==> src/rtl/stage_collision_detector.sv <==
// Stage collision detector: free-running scan that turns one player's
// position into the wall vector and KO flag for the physics coprocessor.
//
// Ports:
//   slowClock  : clock
//   reset      : synchronous, active-high reset
//   position   : [31:16] x (hitbox centre), [15:0] y (feet), signed
//   plat_table : NUM_PLAT entries of {x0, x1, y}, entry i at [48i+47:48i]
//   drop_in    : player requests drop-through of pass-through platforms
//   wall       : bit0 up, bit1 down, bit2 right, bit3 left, bit4 platform
//   ko         : hitbox origin outside the blast zone
//   update     : one-cycle pulse when wall/ko refresh
module stage_collision_detector #(
    parameter int NUM_PLAT  = 3,
    parameter int HALF_W    = 8,
    parameter int HEIGHT    = 24,
    parameter int TOL       = 2,
    parameter int STAGE_X0  = 40,
    parameter int STAGE_X1  = 280,
    parameter int STAGE_TOP = 60,
    parameter int CEIL      = 230,
    parameter int BLAST_L   = -64,
    parameter int BLAST_R   = 383,
    parameter int BLAST_B   = -64,
    parameter int BLAST_T   = 303,
    parameter int DROP_HOLD = 8
) (
    input  logic                    slowClock,
    input  logic                    reset,
    input  logic [31:0]             position,
    input  logic [48*NUM_PLAT-1:0]  plat_table,
    input  logic                    drop_in,
    output logic [31:0]             wall,
    output logic                    ko,
    output logic                    update
);

    localparam int DW = (DROP_HOLD < 1) ? 1 : $clog2(DROP_HOLD + 1);

    localparam logic signed [16:0] C_HW  = 17'(HALF_W);
    localparam logic signed [16:0] C_HT  = 17'(HEIGHT);
    localparam logic signed [16:0] C_TOL = 17'(TOL);
    localparam logic signed [16:0] C_SX0 = 17'(STAGE_X0);
    localparam logic signed [16:0] C_SX1 = 17'(STAGE_X1);
    localparam logic signed [16:0] C_TOP = 17'(STAGE_TOP);
    localparam logic signed [16:0] C_CEI = 17'(CEIL);
    localparam logic signed [16:0] C_BL  = 17'(BLAST_L);
    localparam logic signed [16:0] C_BR  = 17'(BLAST_R);
    localparam logic signed [16:0] C_BB  = 17'(BLAST_B);
    localparam logic signed [16:0] C_BT  = 17'(BLAST_T);

    typedef enum logic [1:0] {
        LATCH,
        SCAN,
        PUBLISH
    } state_t;

    state_t            state_q, state_d;
    logic [3:0]        idx_q, idx_d;
    logic [31:0]       pos_q, pos_d;
    logic              acc_q, acc_d;
    logic [3:0]        stg_q, stg_d;
    logic              kob_q, kob_d;
    logic [DW-1:0]     drop_q, drop_d;
    logic [31:0]       wall_q, wall_d;
    logic              ko_q, ko_d;
    logic              upd_q, upd_d;

    function automatic logic signed [16:0] sx(input logic [15:0] v);
        return {v[15], v};
    endfunction

    logic signed [16:0] px, py, l, r, t;
    logic signed [16:0] ex0, ex1, ey;
    logic [47:0]        ent;
    logic               hit, up_b, dn_b, rt_b, lf_b, ko_b, low;

    // Table entry under the scan index
    always_comb begin
        ent = '0;
        for (int i = 0; i < NUM_PLAT; i++) begin
            if (idx_q == 4'(i)) begin
                ent = plat_table[48*i +: 48];
            end
        end
    end

    always_comb begin
        px   = sx(pos_q[31:16]);
        py   = sx(pos_q[15:0]);
        l    = px - C_HW;
        r    = px + C_HW;
        t    = py + C_HT;
        ex0  = sx(ent[47:32]);
        ex1  = sx(ent[31:16]);
        ey   = sx(ent[15:0]);
        hit  = (l <= ex1) && (r >= ex0)
            && (ey - C_TOL <= py) && (py <= ey);
        // Side faces only count below the standing band
        low  = py < C_TOP - C_TOL;
        dn_b = (l <= C_SX1) && (r >= C_SX0)
            && (C_TOP - C_TOL <= py) && (py <= C_TOP);
        lf_b = low && (C_SX1 - C_TOL <= l) && (l <= C_SX1);
        rt_b = low && (C_SX0 <= r) && (r <= C_SX0 + C_TOL);
        up_b = t >= C_CEI;
        ko_b = (px < C_BL) || (px > C_BR)
            || (py < C_BB) || (py > C_BT);
    end

    always_comb begin
        state_d = state_q;
        idx_d   = idx_q;
        pos_d   = pos_q;
        acc_d   = acc_q;
        stg_d   = stg_q;
        kob_d   = kob_q;
        drop_d  = drop_q;
        wall_d  = wall_q;
        ko_d    = ko_q;
        upd_d   = 1'b0;
        unique case (state_q)
            LATCH: begin
                pos_d   = position;
                acc_d   = 1'b0;
                idx_d   = '0;
                state_d = SCAN;
            end
            SCAN: begin
                acc_d = acc_q | hit;
                stg_d = {lf_b, rt_b, dn_b, up_b};
                kob_d = ko_b;
                if (idx_q == 4'(NUM_PLAT - 1)) begin
                    idx_d   = '0;
                    state_d = PUBLISH;
                end else begin
                    idx_d = idx_q + 4'd1;
                end
            end
            PUBLISH: begin
                wall_d = {27'd0, 1'b0, stg_q};
                if (drop_in && acc_q) begin
                    drop_d = DW'(DROP_HOLD);
                end else if (drop_q != '0) begin
                    drop_d = drop_q - DW'(1);
                end else begin
                    wall_d[4] = acc_q;
                end
                ko_d    = kob_q;
                upd_d   = 1'b1;
                state_d = LATCH;
            end
            default: state_d = LATCH;
        endcase
    end

    always_ff @(posedge slowClock) begin
        if (reset) begin
            state_q <= LATCH;
            idx_q   <= '0;
            pos_q   <= '0;
            acc_q   <= 1'b0;
            stg_q   <= '0;
            kob_q   <= 1'b0;
            drop_q  <= '0;
            wall_q  <= '0;
            ko_q    <= 1'b0;
            upd_q   <= 1'b0;
        end else begin
            state_q <= state_d;
            idx_q   <= idx_d;
            pos_q   <= pos_d;
            acc_q   <= acc_d;
            stg_q   <= stg_d;
            kob_q   <= kob_d;
            drop_q  <= drop_d;
            wall_q  <= wall_d;
            ko_q    <= ko_d;
            upd_q   <= upd_d;
        end
    end

    assign wall   = wall_q;
    assign ko     = ko_q;
    assign update = upd_q;

endmodule
==> config.mk <==
export PLATFORM = sky130hd
export DESIGN_NAME = stage_collision_detector
export DESIGN_NICKNAME = d
export VERILOG_FILES = /design/src/rtl/stage_collision_detector.sv
export SDC_FILE = /design/constraint.sdc
export NUM_CORES = 1
export LEC_CHECK = 0
export CAP_MARGIN = 40
export CORE_UTILIZATION = 40
export DETAILED_ROUTE_END_ITERATION = 16
export DONT_BUFFER_PORTS = 1
export PLACE_DENSITY_LB_ADDON = 0.2
export REMOVE_ABC_BUFFERS = 1
export SLEW_MARGIN = 5
export SYNTH_ARGS = -nofsm -noshare
export SYNTH_HDL_FRONTEND = slang
export SYNTH_SLANG_ARGS = --single-unit
==> constraint.sdc <==
create_clock -name slowClock -period 4 [get_ports slowClock]
set_clock_uncertainty 0.15 [all_clocks]
set_input_delay 1 -clock slowClock [delete_from_list [all_inputs] [get_ports slowClock]]
set_output_delay 1 -clock slowClock [all_outputs]
set_load 0.01 [all_outputs]
-- After elaboration in Yosys (flattened, before gate mapping)
Cells that the tools add are included.
- word-level logic and storage cells: 72
- output and inout port bits: 34
- register bits after elaboration: 55
- bits of input ports: 179
- $add $sub $neg: 6
- multiplexer cells: 13
- reductions and logical operators: 20
- equality and inequality tests: 5
- bitwise operators: 1
- order comparisons: 17
- operators with widths (kind ; number):
    $mux W48 ; 3
    $lt A16 B7 Y1 const B ; 3
    $le A17 B16 Y1 ; 2
    $gt A16 B10 Y1 const B ; 2
    $add A16 B5 Y17 const B ; 1
    $add A16 B6 Y17 const B ; 1
    $ge A17 B16 Y1 ; 1
    $ge A17 B7 Y1 const B ; 1
    $ge A17 B9 Y1 const B ; 1
    $le A10 B17 Y1 const A ; 1
    $le A17 B10 Y1 const B ; 1
    $le A17 B7 Y1 const B ; 1
    $le A7 B17 Y1 const A ; 1
    $sub A16 B3 Y17 const B ; 1
    $sub A16 B5 Y17 const B ; 1
    $le A16 B16 Y1 ; 1
    $le A16 B7 Y1 const B ; 1
    $le A7 B16 Y1 const A ; 1
    $mux W4 ; 3
    $logic_and A1 B1 Y1 ; 11
    $pmux W4 S2 ; 1
    $add A4 B1 Y4 const B ; 1
    $eq A4 B1 Y1 const B ; 1
    $eq A4 B2 Y1 const B ; 1
    other kinds (15) ; 20

-- Depth between registers and ports, before layout
- depth in word-level cells: 10
- mapped depth: 20
- mapped depth without buffers: 16

-- Worst setup path before layout
No wires, ideal clock.
- path type: register to register
- from: register idx_q[0]
- to: register acc_q
- setup slack: 0.061 ns
- data required time: 3.776 ns
- period minus slack after synthesis: 3.939 ns
- cell stages (with the launch flop): 21
- path buffers: 4
- arrival: 3.714 ns
- path through: dfxtp_1 -> buf_6 -> buf_2 -> buf_2 -> buf_1 -> mux2i_1 -> nor2_1 -> a21oi_1 -> ha_1 -> nand2_1 -> nor3_1 -> nand2_1 -> xor2_1 -> ha_1 -> a21oi_1 -> nand2_1 -> a21oi_1 -> o21ai_0 -> o211ai_1 -> nand4_1 -> o21ai_0
- word-level cells in the longest chain between the ends: 10
- elaborated cells between the ends (all ways): 16
- RTL lines (what ; RTL line ; text):
    start, declared ; 59 ; logic [3:0] idx_q, idx_d;
    start signal, assigned ; 170 ; idx_q <= idx_d;
    $logic_not A4 Y1 ; 82 ; if (idx_q == 4'(i)) begin
    $mux W48 (2 in a row) ; 82 ;
    $mux W48 (*) ; 82 ;
    $sub A16 B3 Y17 (tied with other cells) ; 98 ; && (ey - C_TOL <= py) && (py <= ey);
    $le A17 B16 Y1 or $logic_and A1 B1 Y1 (tied branches) ; 98, 97 ;
    $logic_and A1 B1 Y1 ; 98 ;
    $logic_and A1 B1 Y1 (*) ; 98 ;
    $or A1 B1 Y1 (*) ; 129 ; acc_d = acc_q | hit;
    $pmux W1 S2 (*) ; 121 ; unique case (state_q)
    end signal, assigned ; 161 ; acc_q <= 1'b0;
    end signal, assigned ; 172 ; acc_q <= acc_d;
    end, declared ; 61 ; logic acc_q, acc_d;
Mark *: on every way between the ends. The rest lies on a longest branch, timed or not.
A chain may end at the register's enable or synchronous reset.

-- Worst setup path in the final report
Ends and elaborated chain as after synthesis.

==> impl_metrics.yaml <==
outcome:
  outcome: "finished with violations"
  violations: "DRC"
power:
  p_total_w: 0.00177
  irDropWorstVdd_mv: 0.172
  power.leakage_nw: 2.53
  power_per_cell_area_nw_per_um2: 283
sta:
  min_period_ps: 3680
  fin_crit_sh_pct: 91.9
  fmax_ghz: 0.272
  setup_viol: 0
  worst_slew_pin_slew_ps: 716
  slew_headroom_pct: 51.9
  rsz0062_at_grt: "no"
  hold_viol_final: 0
  timing.hold.ws_ps: 293
  drv_slew: 0
critical_path:
  critPathMaxStageDelay_ps: 640
  cp_num_buf_inv: 1
  crit_required_ps: 4070
  cpLargestDelayFamily: "simple AND/OR/NAND/NOR gates"
  worst-path-max-fanout: 25
  critPathLaunchType: "flip-flop"
  cpMaxStageDelayCell: "or4b_4"
  crit_type: "reg -> reg"
  cp-end-kind: "flip-flop"
  path_cells: "or4b_4 -> a21oi_4 -> o22ai_2 -> or3_1 -> xor2_1 -> ha_1 -> nand4_1 -> inv_1 -> a2111oi_0 -> nor3_1 -> o211ai_1 -> nand4_1 -> o21ai_0"
  worst_path_most_repeated_cell: "nand4_1"
  crit_arrival_ps: 3740
yosys:
  ys_seq_area_share_pct: 18.1
  synth_area_sq_um: 6080
  ys_ff_latch: 55
  ys_types: 65
  synth_edf_count: 0
  ys_warn_count: 0
  synthCells: 844
  synth-main-ff-cell: "dfxtp_1"
  synth_area_per_cell_sq_um: 7.20
  async_flop_share_pct: 0
detailed_routing:
  ant_nets: 0
  first_iter_violations: 368
  viasPerCell: 5.53
  drcViolationCount: 13
  dr.pass1.iters: 11
  num_vias: 5511
  drt-total-wl_mm: 15.8
  detail_route.wl_per_cell_microns: 15.9
cells_and_area:
  final_common_cell: "a21oi_1"
  final_cell_mix: "120 x a21oi_1, 113 x nand2_1, 82 x nor2_1"
  diodes: 0
  nets: 1064
  utilization_pct: 42.4
  nFillCells: 1584
  stdcell_area_sq_um: 6230
  drive_above_1_share_pct: 5.17
  final_cells: 997
  areaGrowthSynthToFinish_pct: 2.51
placement:
  gp_routability_congestion: 0.887
  place.detailed.hpwl_mm: 12.8
  place_area_sq_um: 6070
  place_inst: 989
  io_buffers: 0
clock_network:
  cts_setup_buffers: 0
  clk_latency_ps: 290
  cts_num_sinks: 55
  cts_root_buf: "clkbuf_16"
  cts_max_path_buffers: 2
  cts-resized-gates: 0
  cts_tree: "yes"
  numCtsBuffers: 5
  cts_max_level: 2
  cts.clk_slew.worst_paths_ps: 70
  cts_hold_repair.buffers: 0
global_routing:
  antenna_found_initial: 0
  grt_use_total_pct: 20.2
  grt_overflow: 0
  grt_pass1_vias: 5145
  grt_pass1_wl_mm: 25.8
  grt_max_degree: 58
job:
  maxCapViolCount: 0
die:
  die_x_microns: 125
  io_pins: 213
  placementRows: 44
  start_util_pct: 41.4
  dieHeight_microns: 125
  dieArea_sq_um: 15700
  core_area_sq_um: 14700
min_path:
  holdCritPathClass: "reg -> reg"
[layout make-up]
cell class | count | area (sq um) | area share (%)
multi-input cells | 703 | 4510 | 72.4
flip-flops and latches | 55 | 1100 | 17.7
well taps | 184 | 230 | 3.69
clock buffers | 8 | 156 | 2.51
inverters | 34 | 128 | 2.05
repair buffers | 13 | 97.6 | 1.57
[tightest hold or removal path, cell delays in order (launching register included)]
cell and delay, ps:
dfxtp_1 320, nand2_1 50, nand2_1 40
[routing by layer]
| layer | track usage (%) | up-vias | share of wire, % |
|---|---|---|---|
| li1 | - | 2867 | - |
| met1 | 30.4 | 2475 | 52 |
| met2 | 31.2 | 165 | 42 |
| met3 | 2.87 | 4 | 5.6 |
| met4 | 1.94 | 0 | 0.46 |
| met5 | 0 | - | 0 |
[Yosys cell counts (all sizes together), types with 2 or more instances]
master | count | area share, %
a21oi | 121 | 10
nand2 | 113 | 7.0
nor2 | 88 | 5.7
ha | 73 | 15
dfxtp | 55 | 18
buf | 52 | 5.7
mux2i | 48 | 7.9
inv | 34 | 2.1
nand3 | 34 | 2.8
clkbuf | 26 | 1.6
o21ai | 22 | 1.8
xnor2 | 22 | 3.2
nor3 | 19 | 1.6
nand4 | 18 | 1.9
xor2 | 15 | 2.2
a21o | 9 | 1.1
nor4 | 9 | 0.93
a211oi | 8 | 0.99
and3 | 5 | 0.51
nand2b | 5 | 0.51
or3 | 5 | 0.60
a2111oi | 4 | 0.58
nor2b | 4 | 0.41
o211ai | 4 | 0.49
a221oi | 3 | 0.43
and2 | 3 | 0.31
nor3b | 3 | 0.37
o21bai | 3 | 0.37
o22ai | 3 | 0.41
o31ai | 3 | 0.37
or4 | 3 | 0.43
a211o | 2 | 0.29
a22oi | 2 | 0.25
a311oi | 2 | 0.29
and4 | 2 | 0.29
mux2 | 2 | 0.37
nand3b | 2 | 0.25
nor4b | 2 | 0.39
or2 | 2 | 0.21
[registers in the layout, summed over array words and instances (netlist names)]
signal / flops
update: 1
state_q: 2
ko: 1
drop_q: 4
acc_q: 1
stg_q: 4
pos_q: 32
idx_q: 4
kob_q: 1
wall: 5
[stage by stage]
step | setup WS, ps | TNS, ps
floorplan | -2030 | -2600
global placement | 204 | 0
detailed placement | 162 | 0
CTS | 360 | 0
global route | 55.0 | 0
finish | 324 | 0
[cells by family after synthesis]
family          count (synthesis)  share of synthesized area (%)
buf+inv                       112                           9.41
mux                            50                           8.27
xor+xnor                       37                           5.33
other cells                     1                         0.0617
fa+ha+maj                      74                           15.2
compound gates                196                           19.1
flops                          55                           18.1
simple gates                  319                           24.5
[power by group]
group          switching (W)  internal (W)  total (W)
Clock               0.000186      0.000267   0.000453
Combinational       0.000392      0.000291   0.000683
Sequential         0.0000558      0.000574   0.000629
[final timing paths]
path	from	slack, ps	endpoint	cells after the start
worst min register to register	stg_q[1]	290	stg_q[1]	2
worst max register to register	idx_q[0]	320	acc_q	13
worst max-delay path	idx_q[0]	320	acc_q	13
worst min-delay path	stg_q[1]	290	stg_q[1]	2
(Power assumes the default switching activity.)
